**config.mk**
```make
export PLATFORM = sky130hd
export DESIGN_NAME = dds_tune_ctrl
export DESIGN_NICKNAME = d
export VERILOG_FILES = /design/src/rtl/dds_tune_ctrl.sv
export SDC_FILE = /design/constraint.sdc
export NUM_CORES = 1
export LEC_CHECK = 0
export BUFFER_PORTS_ARGS = -buffer_cell sky130_fd_sc_hd__buf_2
export CAP_MARGIN = 30
export CORE_UTILIZATION = 60
export DETAILED_ROUTE_END_ITERATION = 10
export PLACE_DENSITY = 0.86
export SETUP_SLACK_MARGIN = 0.3
export SLEW_MARGIN = 20
export SYNTH_ARGS = -nofsm -noshare
export SYNTH_HDL_FRONTEND = slang
export SYNTH_SLANG_ARGS = --single-unit
```
**constraint.sdc**
```tcl
create_clock -name Clk -period 8.05 [get_ports Clk]
set_clock_uncertainty 0.15 [all_clocks]
set_input_delay 1.2075 -clock Clk [delete_from_list [all_inputs] [get_ports Clk]]
set_output_delay 1.2075 -clock Clk [all_outputs]
set_load 0.03 [all_outputs]
```
**src/rtl/dds_tune_ctrl.sv**
```systemverilog
// Key-driven tuning controller for a two-channel DDS: debounced push-buttons step frequency and phase words.
// Optional feature: define KEY_AUTOREPEAT_EN to repeat press events while a key is held.
module dds_tune_ctrl #(
  parameter int unsigned DEBOUNCE_CYCLES = 1_000_000,
  parameter logic [31:0] FWORD_BASE      = 32'd86,
  parameter logic [11:0] PSTEP           = 12'd1024,
  parameter int unsigned REPEAT_CYCLES   = 25_000_000
) (
  input  logic        Clk,
  input  logic        Reset,
  input  logic [3:0]  Key,
  output logic [31:0] Fword1,
  output logic [31:0] Fword2,
  output logic [11:0] Pword1,
  output logic [11:0] Pword2,
  output logic        Update
);

  localparam int unsigned CW = $clog2(DEBOUNCE_CYCLES + 1);
  localparam logic [CW-1:0] DB_ONE  = CW'(1);
  localparam logic [CW-1:0] DB_LAST = CW'(DEBOUNCE_CYCLES - 1);

  localparam logic [1:0] S_IDLE         = 2'd0;
  localparam logic [1:0] S_PRESS_WAIT   = 2'd1;
  localparam logic [1:0] S_PRESSED      = 2'd2;
  localparam logic [1:0] S_RELEASE_WAIT = 2'd3;

  if (DEBOUNCE_CYCLES < 2 || REPEAT_CYCLES < 1) begin : g_bad_cfg
    $error("dds_tune_ctrl: DEBOUNCE_CYCLES must be >= 2 and REPEAT_CYCLES >= 1");
  end

  logic [3:0]    r_sync1;
  logic [3:0]    r_sync2;
  logic [1:0]    r_state [4];
  logic [CW-1:0] r_cnt   [4];
  logic [3:0]    w_press;
  logic [3:0]    w_evt;

  logic [2:0]    r_idx1;
  logic [2:0]    r_idx2;
  logic [31:0]   r_fword1;
  logic [31:0]   r_fword2;
  logic [11:0]   r_pword2;
  logic          r_update;
  logic [2:0]    w_idx1_nxt;
  logic [2:0]    w_idx2_nxt;

  // The first 0 seen in IDLE counts as sample one of the debounce run.
  always_ff @(posedge Clk or posedge Reset) begin
    if (Reset) begin
      r_sync1 <= '1;
      r_sync2 <= '1;
      for (int unsigned i = 0; i < 4; i++) begin
        r_state[i] <= S_IDLE;
        r_cnt[i]   <= '0;
      end
    end else begin
      r_sync1 <= Key;
      r_sync2 <= r_sync1;
      for (int unsigned i = 0; i < 4; i++) begin
        case (r_state[i])
          S_IDLE: begin
            if (!r_sync2[i]) begin
              r_state[i] <= S_PRESS_WAIT;
              r_cnt[i]   <= DB_ONE;
            end
          end
          S_PRESS_WAIT: begin
            if (r_sync2[i]) begin
              r_state[i] <= S_IDLE;
              r_cnt[i]   <= '0;
            end else if (r_cnt[i] == DB_LAST) begin
              r_state[i] <= S_PRESSED;
              r_cnt[i]   <= '0;
            end else begin
              r_cnt[i] <= r_cnt[i] + DB_ONE;
            end
          end
          S_PRESSED: begin
            if (r_sync2[i]) begin
              r_state[i] <= S_RELEASE_WAIT;
              r_cnt[i]   <= DB_ONE;
            end
          end
          default: begin
            if (!r_sync2[i]) begin
              r_state[i] <= S_PRESSED;
              r_cnt[i]   <= '0;
            end else if (r_cnt[i] == DB_LAST) begin
              r_state[i] <= S_IDLE;
              r_cnt[i]   <= '0;
            end else begin
              r_cnt[i] <= r_cnt[i] + DB_ONE;
            end
          end
        endcase
      end
    end
  end

  always_comb begin
    w_press = '0;
    for (int unsigned i = 0; i < 4; i++) begin
      w_press[i] = (r_state[i] == S_PRESS_WAIT) && !r_sync2[i] && (r_cnt[i] == DB_LAST);
    end
  end

`ifdef KEY_AUTOREPEAT_EN
  localparam int unsigned RW = $clog2(REPEAT_CYCLES + 1);
  localparam logic [RW-1:0] RP_ONE  = RW'(1);
  localparam logic [RW-1:0] RP_LAST = RW'(REPEAT_CYCLES - 1);

  logic [RW-1:0] r_rcnt [4];
  logic [3:0]    w_rep;

  // Repeat phase is anchored to the initial event and frozen during a release bounce.
  always_ff @(posedge Clk or posedge Reset) begin
    if (Reset) begin
      for (int unsigned i = 0; i < 4; i++) r_rcnt[i] <= '0;
    end else begin
      for (int unsigned i = 0; i < 4; i++) begin
        if (w_press[i])
          r_rcnt[i] <= '0;
        else if (r_state[i] == S_PRESSED)
          r_rcnt[i] <= (r_rcnt[i] == RP_LAST) ? '0 : r_rcnt[i] + RP_ONE;
        else if (r_state[i] == S_IDLE)
          r_rcnt[i] <= '0;
      end
    end
  end

  always_comb begin
    w_rep = '0;
    for (int unsigned i = 0; i < 4; i++) begin
      w_rep[i] = (r_state[i] == S_PRESSED) && (r_rcnt[i] == RP_LAST);
    end
    w_evt = w_press | w_rep;
  end
`else
  always_comb begin
    w_evt = w_press;
  end
`endif

  assign w_idx1_nxt = r_idx1 + 3'd1;
  assign w_idx2_nxt = r_idx2 + 3'd1;

  always_ff @(posedge Clk or posedge Reset) begin
    if (Reset) begin
      r_idx1   <= '0;
      r_idx2   <= '0;
      r_fword1 <= FWORD_BASE;
      r_fword2 <= FWORD_BASE;
      r_pword2 <= '0;
      r_update <= 1'b0;
    end else begin
      r_update <= |w_evt;
      if (w_evt[3]) begin
        r_idx1   <= '0;
        r_idx2   <= '0;
        r_fword1 <= FWORD_BASE;
        r_fword2 <= FWORD_BASE;
        r_pword2 <= '0;
      end else begin
        if (w_evt[0]) begin
          r_idx1   <= w_idx1_nxt;
          r_fword1 <= FWORD_BASE << w_idx1_nxt;
        end
        if (w_evt[1]) begin
          r_idx2   <= w_idx2_nxt;
          r_fword2 <= FWORD_BASE << w_idx2_nxt;
        end
        if (w_evt[2]) r_pword2 <= r_pword2 + PSTEP;
      end
    end
  end

  assign Fword1 = r_fword1;
  assign Fword2 = r_fword2;
  assign Pword1 = '0;
  assign Pword2 = r_pword2;
  assign Update = r_update;

endmodule

```
==> results.toml <==
[sta]
layout_min_cycle_time_ns = 3.02
setup_viol = 0
max_slew_margin_pct = 45.2
post-route-period-util_pct = 37.6
fin_setup_tns_ns = 0
grt_setup_unrepaired = "false"
hold_viol_final = 0
tightest_slew_ns = 0.814
holdWs_ns = 0.205
fmax_mhz = 331
drv_slew = 0

[setup_path]
crit_buf_inv = 0
cp.arrival_ns = 3.15
crit_top_cell = "nor2_1"
required_ns = 8.18
setup.worst_path.start_class = "flip-flop"
path_class = "reg2reg"
cp_slowest_cell = "or4b_2"
max_stage_delay_ns = 0.70
r2r-start = "r_cnt[52]"
startpoint = "r_cnt[52]"
crit_chain = "or4b_2 > nor4b_2 > a21oi_1 > nor2_1 > nor2_1"
crit_fanout = 12
end_kind = "flip-flop"
cpLargestDelayFamily = "simple AND/OR/NAND/NOR gates"

[detailed_routing]
antenna_left = 0
wirelength_mm = 14.8
m1WireLength_mm = 6.59
dr_wl_met3_um = 640
drt_iter0_markers = 388
dr.pass1.iters = 8
viasPerCell = 5.65
routed.top_layer = "met4"
wl_met2_mm = 7.23
wl_per_cell_um = 15.0
vias = 5569
drcViolationCount = 0

[floorplanning]
core-area_sq_mm = 0.0120
fp-row-count = 40
ioPinCount = 95
die-area_sq_mm = 0.0128
start_util_pct = 61.6
die_w_um = 113
fp.dieH_um = 113

[clock_network]
ctsResizeCount = 0
cts_setup_buffers = 0
cts_buffers = 17
clkTransAtPathRegs_ns = 0.06
cts.htree.levels = 4
worstSkewPairLatency_ns = 0.43
cts.sinks = 131
clockBufferDepth = 2
hold_buffers = 0
cts_tree = "yes"
root_buffer = "clkbuf_16"

[cells_and_area]
final_nets = 857
n_antenna_cell = 0
fill_cells = 900
drive_gt1_share_pct = 12.9
final_area_sq_mm = 0.00811
synthToLayoutAreaGrowth_pct = 9.62

[pwr]
p_leak_nw = 3.68
powerDensity_mw_per_mm2 = 237
vdd_drop_max_v = 0.000185

[logic_synthesis]
yosys.area.top_type = "dfrtp_1"
yosysSeqAreaShare_pct = 44.6
synthTopCellsByArea = "dfrtp_1 (39%), buf_4 (6.4%), dfstp_2 (5.7%)"
synthCells = 793
syn_avg_cell_area_sq_um = 9.33
synth-edff-count = 0
synth_top_area_share_pct = 38.9
async_flop_share_pct = 100
netlist_area_sq_mm = 0.00740
synth_seq_cells = 131
synth_ff_type = "dfrtp_1"
ys.warnings.count = 0
netlist-cell-type-count = 56

[placed_design]
gp_congestion = 0.843
placed_area_sq_mm = 0.00748
numPortBuffers = 34
dpl.hpwl_mm = 9.65

[worst_hold_path]
min_from = "r_sync1[3]"
min-delay-path-class = "reg2reg"

[global_route]
grt_max_degree = 59
grt_first_pass_wirelength_mm = 24.6
grt_overflow_total = 0
grt_pass1_vias = 5130
grt_usage_pct = 24.4
antenna_found_initial = 0

[run_status]
status = "completed"

[flow_run]
maxCapViolCount = 0
-- metal layers --
layer | track usage [%] | vias to the layer above
li1 | - | 2661
met1 | 31.8 | 2728
met2 | 39.4 | 152
met3 | 5.95 | 28
met4 | 9.47 | 0
met5 | 0 | -
-- synthesized netlist by cell type, drive strengths merged, types with 3 or more instances --
library cell    n
a211oi          5
a21oi          31
a22o            5
a31oi           7
and2            7
and3           18
and4            6
buf            68
clkbuf         18
dfrtp         115
dfstp          16
ha             26
inv            25
mux2            4
mux2i          22
nand2          70
nand2b         10
nand3          45
nand3b          5
nand4          14
nor2          110
nor2b           3
nor3           20
nor4           12
nor4b           5
o21ai          25
o31a            3
o31ai           5
or4b            5
xnor2          40
xor2           25
-- cell usage in the layout, fill, tap and decap left out, types with 6 or more instances in the layout --
cell type,instances
dfrtp_1,115
nor2_1,110
nand2_1,70
conb_1,60
nand3_1,45
xnor2_1,40
buf_2,34
a21oi_1,31
ha_1,26
xor2_1,25
inv_1,24
o21ai_0,24
mux2i_1,22
and3_1,18
clkbuf_16,17
dfstp_2,16
nor3_1,16
nand4_1,14
nand2b_1,10
nor4_1,9
and2_1,7
a31oi_1,7
and4_1,6
-- state kept, by name (all words and copies together) (netlist names) --
name and cells:
r_cnt 80, r_sync2 4, Update 1, Pword2 2, Fword1 13, r_state 8
Fword2 13, r_idx2 3, r_sync1 4, r_idx1 3
-- cells by family (layout without fill, tap and decap cells) --
family	Yosys count	after routing	synth area share, %
flops	131	131	44.6
fa+ha+maj	26	26	4.40
simple gates	342	342	23.3
xor+xnor	65	65	7.69
mux	26	26	3.58
buf+inv	111	97	8.99
other cells	1	60	0.0507
compound gates	91	91	7.41
-- report_power, final --
group / leakage (nW) / internal, W / switching [W] / total, W
combinational: 1.63 / 0.000108 / 0.000268 / 0.000376
sequential: 1.75 / 0.000695 / 0.0000341 / 0.000729
clock: 0.302 / 0.000524 / 0.000296 / 0.000820
total: 3.68 / 0.00133 / 0.000597 / 0.00192
-- path summary, 6_finish.rpt --
path	end	slack, ns	cells past startpoint
min	r_sync2[3]	0.20	0
max in group asynchronous	Fword1[6]	5.85	4
max reg2reg	r_cnt[58]	5.03	5
max	r_cnt[58]	5.03	5
min reg2reg	r_sync2[3]	0.20	0
min in group asynchronous	r_cnt[58]	0.70	2
-- through the flow --
step | instances | total power [W] | utilization (%) | setup slack [ns]
after floorplan | 852 | 0.00106 | - | 3.22
after global placement | 951 | 0.00109 | 62.0 | 5.06
after detailed placement | 953 | 0.00111 | 62.3 | 5.08
after CTS | 985 | 0.00193 | 67.5 | 5.03
after global routing | 985 | 0.00201 | 67.5 | 4.87
final | 985 | 0.00192 | 67.5 | 5.03
-- layout make-up --
| cell class | instances | area, sq um | share of cell area (%) |
|---|---|---|---|
| Tap cell | 147 | 184 | 2.27 |
| Multi-Input combinational cell | 610 | 3670 | 45.2 |
| Inverter | 25 | 96.3 | 1.19 |
| Sequential cell | 131 | 3300 | 40.7 |
| Clock inverter | 14 | 185 | 2.28 |
| Clock buffer | 18 | 439 | 5.41 |
| Timing Repair Buffer | 40 | 239 | 2.95 |
No activity file was read; power rests on OpenSTA's default activity.
